$ cat src/rtl/instr_fetch.sv
// In-order instruction fetch: memory request/grant/rvalid front end, FIFO to decode, branch redirect.
// Define INSTR_FETCH_ALIGN_CHECK_EN to flag branch targets that are not word aligned.
`timescale 1ns/1ps
module instr_fetch #(
   parameter logic [31:0] BOOT_ADDR  = 32'h0000_0000,
   parameter int unsigned FIFO_DEPTH = 2
) (
   input  logic        clk_i,
   input  logic        rst_ni,
   output logic        instr_req_o,
   output logic [31:0] instr_addr_o,
   input  logic        instr_gnt_i,
   input  logic        instr_rvalid_i,
   input  logic [31:0] instr_rdata_i,
   input  logic        branch_i,
   input  logic [31:0] branch_target_i,
   output logic        instr_valid_o,
   output logic [31:0] instr_o,
   output logic [31:0] pc_o,
   input  logic        instr_ready_i,
   output logic        misaligned_o
);

   localparam int unsigned PW = $clog2(FIFO_DEPTH);
   localparam int unsigned CW = $clog2(FIFO_DEPTH + 1);
   localparam int unsigned SW = CW + 1;

   typedef enum logic [1:0] {
      RUN,
      WAIT_GNT,
      REDIRECT
   } state_e;

   state_e        state_q, state_d;
   logic [31:0]   addr_q, addr_d;
   logic [31:0]   redir_q, redir_d;
   logic [31:0]   rsp_pc_q;
   logic [CW-1:0] outst_q, outst_d;
   logic [CW-1:0] disc_q, disc_d;
   logic [CW-1:0] cnt_q;
   logic [PW-1:0] rptr_q, wptr_q;
   logic [31:0]   pc_mem   [FIFO_DEPTH];
   logic [31:0]   data_mem [FIFO_DEPTH];

   logic [31:0]   target;
   logic [SW-1:0] used;
   logic          credit;
   logic          req;
   logic          granted;
   logic          resp;
   logic          push;
   logic          pop;

   assign target  = {branch_target_i[31:2], 2'b00};
   assign used    = SW'(cnt_q) + SW'(outst_q);
   assign credit  = used < SW'(FIFO_DEPTH);

   // An ungranted request stays up regardless of credit so it is never withdrawn.
   assign req     = rst_ni & ((state_q != RUN) | credit);
   assign granted = req & instr_gnt_i;
   assign resp    = instr_rvalid_i & (outst_q != '0);
   assign push    = resp & (disc_q == '0) & ~branch_i;
   assign pop     = instr_valid_o & instr_ready_i & ~branch_i;

   assign instr_req_o   = req;
   assign instr_addr_o  = addr_q;
   assign instr_valid_o = (cnt_q != '0);
   assign instr_o       = data_mem[rptr_q];
   assign pc_o          = pc_mem[rptr_q];

   always_comb begin
      state_d = state_q;
      addr_d  = addr_q;
      redir_d = redir_q;
      unique case (state_q)
         RUN: begin
            if (branch_i) begin
               if (req & ~instr_gnt_i) begin
                  state_d = REDIRECT;
                  redir_d = target;
               end else begin
                  addr_d = target;
               end
            end else if (granted) begin
               addr_d = addr_q + 32'd4;
            end else if (req) begin
               state_d = WAIT_GNT;
            end
         end
         WAIT_GNT: begin
            if (instr_gnt_i) begin
               state_d = RUN;
               addr_d  = branch_i ? target : addr_q + 32'd4;
            end else if (branch_i) begin
               state_d = REDIRECT;
               redir_d = target;
            end
         end
         REDIRECT: begin
            if (instr_gnt_i) begin
               state_d = RUN;
               addr_d  = branch_i ? target : redir_q;
            end else if (branch_i) begin
               redir_d = target;
            end
         end
         default: state_d = RUN;
      endcase
   end

   always_comb begin
      outst_d = outst_q + CW'(granted) - CW'(resp);
      disc_d  = disc_q;
      if (branch_i) begin
         // Everything still in flight after this edge belongs to the old path.
         disc_d = outst_d;
      end else begin
         disc_d = disc_q
                - CW'(resp && (disc_q != '0))
                + CW'(granted && (state_q == REDIRECT));
      end
   end

   always_ff @(posedge clk_i or negedge rst_ni) begin
      if (!rst_ni) begin
         state_q  <= RUN;
         addr_q   <= BOOT_ADDR;
         redir_q  <= '0;
         rsp_pc_q <= BOOT_ADDR;
         outst_q  <= '0;
         disc_q   <= '0;
      end else begin
         state_q <= state_d;
         addr_q  <= addr_d;
         redir_q <= redir_d;
         outst_q <= outst_d;
         disc_q  <= disc_d;
         if (branch_i) begin
            rsp_pc_q <= target;
         end else if (push) begin
            rsp_pc_q <= rsp_pc_q + 32'd4;
         end
      end
   end

   always_ff @(posedge clk_i or negedge rst_ni) begin
      if (!rst_ni) begin
         cnt_q  <= '0;
         rptr_q <= '0;
         wptr_q <= '0;
         for (int i = 0; i < int'(FIFO_DEPTH); i++) begin
            pc_mem[i]   <= '0;
            data_mem[i] <= '0;
         end
      end else if (branch_i) begin
         cnt_q  <= '0;
         rptr_q <= '0;
         wptr_q <= '0;
      end else begin
         if (push) begin
            pc_mem[wptr_q]   <= rsp_pc_q;
            data_mem[wptr_q] <= instr_rdata_i;
            wptr_q           <= wptr_q + PW'(1);
         end
         if (pop) begin
            rptr_q <= rptr_q + PW'(1);
         end
         cnt_q <= cnt_q + CW'(push) - CW'(pop);
      end
   end

`ifdef INSTR_FETCH_ALIGN_CHECK_EN
   logic mis_q;

   always_ff @(posedge clk_i or negedge rst_ni) begin
      if (!rst_ni) begin
         mis_q <= 1'b0;
      end else begin
         mis_q <= branch_i & (|branch_target_i[1:0]);
      end
   end

   assign misaligned_o = mis_q;
`else
   logic unused_tgt;

   assign unused_tgt   = ^branch_target_i[1:0];
   assign misaligned_o = 1'b0;
`endif

endmodule

$ cat config.mk
export PLATFORM = sky130hd
export DESIGN_NAME = instr_fetch
export DESIGN_NICKNAME = d
export VERILOG_FILES = /design/src/rtl/instr_fetch.sv
export SDC_FILE = /design/constraint.sdc
export NUM_CORES = 1
export LEC_CHECK = 0
export CAP_MARGIN = 10
export CORE_ASPECT_RATIO = 0.8
export CORE_UTILIZATION = 40
export CTS_CLUSTER_SIZE = 20
export DETAILED_ROUTE_END_ITERATION = 12
export GPL_ROUTABILITY_DRIVEN = 0
export PLACE_DENSITY = 0.67
export SETUP_SLACK_MARGIN = 0.4
export SLEW_MARGIN = 15
export SYNTH_ARGS = -nofsm -noshare
export SYNTH_HDL_FRONTEND = slang
export SYNTH_SLANG_ARGS = --single-unit
$ cat constraint.sdc
create_clock -name clk_i -period 2.57 [get_ports clk_i]
set_input_delay 0.257 -clock clk_i [delete_from_list [all_inputs] [get_ports clk_i]]
set_output_delay 0.257 -clock clk_i [all_outputs]
set_load 0.01 [all_outputs]
==> results of run 1 <==
[repair_timing]
action | 4_1_cts | 5_1_grt
hold buffers | 1 | 0
hold endpoints to repair | 59 | 0
setup buffers | 12 | 8
pin swaps | 8 | 13
setup endpoints to repair | 123 | 132
gates cloned | 8 | 6
resized for setup | 68 | 151
[layout make-up]
| cell class | count | share of cell area |
|---|---|---|
| inverters | 19 | 0.00467 |
| flip-flops and latches | 228 | 0.374 |
| well taps | 364 | 0.0298 |
| clock inverters | 5 | 0.00197 |
| clock buffers | 35 | 0.0473 |
| multi-input cells | 666 | 0.365 |
| repair buffers | 230 | 0.177 |
[per-layer routing]
layer,share of wire,up-vias
met3,0.070,45
met4,0.020,0
li1,-,3883
met2,0.44,298
met5,0,-
met1,0.47,4267
[per-stage QoR]
| stage | setup WS [ns] | TNS [ns] |
|---|---|---|
| 6_report | 0.125 | 0 |
| 4_1_cts | 0.174 | 0 |
| 3_5_place_dp | 0.119 | 0 |
| 2_1_floorplan | 0.260 | 0 |
| 5_1_grt | -0.0373 | -0.0618 |
| 3_3_place_gp | 0.198 | 0 |
[tightest hold or removal path, stage by stage]
cell and delay, ns:
buf_2 0.13, buf_4 0.19, nor2_1 0.06
[final timing paths]
| kind | from | to | cells past startpoint |
|---|---|---|---|
| setup / recovery | cnt_q[0] | redir_q[2] | 11 |
| hold / removal | branch_i | rptr_q | 3 |
| setup reg to reg | cnt_q[0] | redir_q[2] | 11 |
| hold reg to reg | pc_mem[28] | pc_mem[28] | 2 |
| max in group asynchronous | rst_ni | pc_mem[47] | 3 |
| min in group asynchronous | rst_ni | outst_q[1] | 3 |
[layout by cell type (no fill, tap or decap), drive strengths merged, types with 5 or more instances in the layout]
cell	count
dlymetal6s2s	38
a41oi	6
nor4	9
xor2	23
o2bb2ai	9
mux2	218
nor2	44
xnor2	13
o21ai	77
clkbuf	46
buf	64
nand4	20
and2	5
inv	19
a21oi	26
clkdlybuf4s15	16
o31ai	5
nor2b	8
nor3	11
or3	5
o211ai	5
and3	11
nand3	28
clkdlybuf4s50	98
dfrtp	228
ha	11
a31oi	8
mux2i	7
nand2	78
[state kept, by name, summed over array words and instances (netlist names)]
register	flops
data_mem	64
pc_mem	60
instr_addr_o	32
redir_q	32
rsp_pc_q	30
cnt_q	2
disc_q	2
outst_q	2
state_q	2
rptr_q	1
wptr_q	1
[where the power goes]
| part | switching (mW) | internal (mW) |
|---|---|---|
| clock network | 1.42 | 1.94 |
| logic | 3.47 | 4.66 |
| registers | 1.09 | 5.02 |
| total | 5.98 | 11.6 |
[cell families (layout without fill, tap and decap cells)]
kind of cell | count (synthesis) | after routing
AOI/OAI and AO/OA | 159 | 159
and+or+nand+nor | 231 | 231
DFF | 228 | 228
muxes | 225 | 225
xor gates and xnor gates | 36 | 36
adders and majority gates | 12 | 12
buffers and inverters | 79 | 289
other | 1 | 3
==> results.toml, run 1 <==
[floorplanning]
die_height_um = 152
die-area_mm2 = 0.0288
io_pins = 169
core-area_mm2 = 0.0274
rows = 54
die_w_um = 189
initial_core_util = 0.409

[synthesis]
synth_mux_area_frac = 0.225
netlist_area_mm2 = 0.0112
postSynthAreaPerCell_um2 = 11.6
syn_inst = 971
async_reset_ff_frac = 1.00
ys.flop_type = "dfrtp_1"
synth_top_family_by_area = "multiplexers"
synth_simple_gate_area_frac = 0.108
synth_compound_area_frac = 0.0868
synth_edf_count = 0
synth_area_leaders = "dfrtp_1, mux2_2, o21ai_0, nand2_1, xor2_1"
synth_top_area_share = 0.508
yosys_warnings = 0
synth_top_cell_by_area = "dfrtp_1"
yosysMostFrequentCell = "dfrtp_1"
synth_cell_types = 69
synthAdderAreaFrac = 0.0140
synth-seq-cells = 228
synth_xor_area_frac = 0.0281
synthTopCellsByCount = "dfrtp_1, mux2_2, nand2_1, o21ai_0, nor2_1"
ys_seq_area_frac = 0.508

[global_route]
use_met1 = 0.302
grt_pass1_vias = 8352
use_met2 = 0.311
antenna_found_initial = 0
grt_first_pass_wirelength_um = 47600
grt_busiest_layer = "met2"
grt_use_met3 = 0.0453
grt_overflow = 0
track_usage = 0.207
grt_max_degree = 170

[setup_path]
reg2reg_slack_ns = 0.12
start_kind = "flop"
path_max_fanout = 5
critPathCaptureType = "flop"
path_common_cell = "buf_6"
criticalPathCategory = "flop to flop"
worstPathBufferInverterCount = 4
crit_chain = "nand2_2 -> fa_1 -> nand2_2 -> a21boi_4 -> buf_6 -> mux2i_4 -> nor3_4 -> buf_12 -> buf_6 -> buf_6 -> mux2_4"
critPathRequiredTime_ns = 2.97
critPathArrivalTime_ns = 2.84
cpLargestDelayFamily = "adder cells"
critPathMaxStageDelay_ns = 0.58
slowest_stage = "fa_1"

[cells_and_area]
regArea_mm2 = 0.00571
n_fill_cell = 2341
fin_area_mm2 = 0.0153
stdcell_count = 1547
final_nets = 1251
multi_input_area_mm2 = 0.00558
area_delta_synth_final_pct = 36.0
drive_gt1_frac = 0.331
diodes = 0
post-route-util = 0.557

[placement]
dpl-instance-area_mm2 = 0.0135
place_inst = 1472
numPortBuffers = 163
hpwl_um = 19700

[clock_network]
numCtsBuffers = 24
ctsHtreeMaxLevel = 1
ctsRootBufferMaster = "clkbuf_16"
clk_latency_ns = 0.52
clkTransAtPathRegs_ns = 0.06
clock_path_buffers = 3
cts_num_sinks = 228
cts_tree = "done"

[sta]
drv_slew = 0
period_share = 0.952
min_period_ns = 2.45
worst_clock_skew_ns = 0.0127
fmax_mhz = 409
slew_headroom = 0.394
worstMarginPinSlew_ns = 0.909
whs_ns = 0.162
hold_viol = 0
setup_viol = 0
rsz0062_at_grt = "yes"

[power_and_ir_drop]
peakVddDrop_mv = 0.640
finalPower_mw = 17.6
p_per_area_mw_per_mm2 = 1150
cellLeakagePower_nw = 6.91

[route]
via_per_inst = 5.49
vias = 8493
drt-initial-drc-count = 581
drc_errors = 0
finalWirelength_um = 31200
dr.pass1.iters = 5
antenna_left = 0
wl_per_cell_um = 20.2

[hold_path]
holdCritPathClass = "primary input to flop"

[status]
status = "finished clean"

[flow_run]
drv_cap = 0
No activity file was read; power rests on OpenSTA's default activity.
==> run 2: changes to the inputs <==
--- a/constraint.sdc
+++ b/constraint.sdc
@@ -3,2 +3,2 @@
 set_output_delay 0.257 -clock clk_i [all_outputs]
-set_load 0.01 [all_outputs]
+set_load 0.1 [all_outputs]
==> run 2 against run 1 <==
Wire length fell by 1.6%. Final cell count rose by 0.26%. Global-route usage rose by 0.23 points. Non-clock buffer count did not move. Core utilization rose by 2.1 points. Flip-flop and latch count did not move. Critical path depth rose by 1. Clock skew fell by 0.00089 ns. Cell area rose by 3.8%. Register-to-register slack got worse by 0.03 ns. Critical path type unchanged. Largest cell class unchanged. Highest routed layer unchanged.
==> results.toml, run 2 (same netlist as run 1, synthesis figures left out) <==
[cells_and_area]
final_nets = 1252
diodes = 0
area_delta_synth_final_pct = 41.2
drive_gt1_frac = 0.438
final_common_cell = "dfrtp_1"
top_register = "data_mem"
largest_reg_flops = 64
mostFrequentLayoutCells = "dfrtp_1, mux2_2, nand2_1, buf_12"
stdcell_count = 1551
top_regs = "data_mem: 64 flops, pc_mem: 60 flops"

[setup_path]
path_max_fanout = 3
criticalPathCategory = "flop to flop"
critPathRequiredTime_ns = 2.95
start_kind = "flop"
critPathCaptureType = "flop"
critPathArrivalTime_ns = 2.86

[global_route]
grt_max_degree = 152
grt_first_pass_wirelength_um = 48000
track_usage = 0.209
antenna_found_initial = 0
grt_pass1_vias = 8571
grt_overflow = 0

[floorplanning]
core-area_mm2 = 0.0274
die-area_mm2 = 0.0288
die_height_um = 152
rows = 54
initial_core_util = 0.409
die_w_um = 189
io_pins = 169

[clock_network]
cts_num_sinks = 228
cts_tree = "done"
clock_path_buffers = 3
clk_latency_ns = 0.52
ctsHtreeMaxLevel = 1
ctsRootBufferMaster = "clkbuf_16"
clkTransAtPathRegs_ns = 0.06
numCtsBuffers = 25

[route]
dr.pass1.iters = 6
wl_per_cell_um = 19.8
antenna_left = 0
finalWirelength_um = 30700
vias = 8637
via_per_inst = 5.57
drt-initial-drc-count = 703
drc_errors = 0

[sta]
period_share = 0.964
fmax_mhz = 404
drv_slew = 0
slew_headroom = 0.387
rsz0062_at_grt = "yes"
hold_viol = 0
setup_tns_ns = 0
worstMarginPinSlew_ns = 0.920
min_period_ns = 2.48
setup_viol = 0
worst_clock_skew_ns = 0.0118

[placement]
numPortBuffers = 163
place_inst = 1472
hpwl_um = 19400

[hold_path]
holdCritPathClass = "primary input to async pin"

[flow_run]
drv_cap = 0

[status]
status = "finished clean"
==> run 2: cell types whose count changed in the layout (fill, tap and decap cells not counted), sizes merged <==
cell	change
dlygate4sd2	-1
bufinv	+3
dlymetal6s2s	-38
clkdlybuf4s50	-33
buf	+98
clkdlybuf4s15	-16
clkbuf	-8
bufbuf	-1
==> run 2: final timing paths <==
path / startpoint / endpoint / slack (ns) / cells after the start
worst max-delay path: cnt_q[1] / disc_q[1] / 0.09 / 12
worst min-delay path: rst_ni / redir_q[26] / 0.14 / 2
worst max register to register: cnt_q[1] / disc_q[1] / 0.09 / 12
worst min register to register: pc_mem[26] / pc_mem[26] / 0.48 / 2
max in group asynchronous: rst_ni / rptr_q / 1.22 / 3
min in group clk_i: branch_i / cnt_q[1] / 0.19 / 3
==> run 2: metal layers <==
layer | routed length, um | global-route usage
met1 | 13700 | 0.306
met4 | 864 | 0.0565
met5 | 0 | 0
met3 | 1790 | 0.0291
met2 | 14300 | 0.325
==> run 2: worst max-delay path, cell delays in order, from the launching register on <==
cell and delay [ns]:
dfrtp_1 0.38, inv_2 0.05, fa_1 0.57, nand2_2 0.08, a21boi_4 0.16, buf_6 0.15, nand3_4 0.08, ha_4 0.29
inv_2 0.04, ha_4 0.15, xor2_2 0.15, xnor2_1 0.16, o21ai_1 0.08
==> run 2: per-stage QoR <==
stage	instance area (um^2)	worst slack, ns	util	hold WS, ns
finish	15900	0.0932	0.578	0.135
global route	15900	-0.00342	0.578	0.144
CTS	15500	0.154	0.564	0.138
detailed placement	14000	0.0528	0.512	0.0643
global placement	14000	0.132	0.512	0.0648
floorplan	11400	-0.266	-	-0.0386
==> run 2: layout make-up <==
type	count	area [um^2]
clock inverter	8	120
timing repair buffer	230	3020
inverter	19	71.3
sequential	228	5760
clock buffer	36	717
tap	364	455
multi-input combinational	666	5710
fill	2277	11600
==> run 2: timing repair <==
| action | in CTS | in global routing |
|---|---|---|
| hold endpoints to repair | 4 | 0 |
| hold buffers | 1 | 0 |
| setup endpoints to repair | 117 | 102 |
| pin swaps | 26 | 15 |
| gates resized for setup | 81 | 64 |
| setup buffers | 20 | 5 |
| gates cloned | 7 | 2 |
Power of run 2 is left out: the tool's default activity adds up to more than one toggle a clock period on the data nets, which glitch-free logic cannot reach.
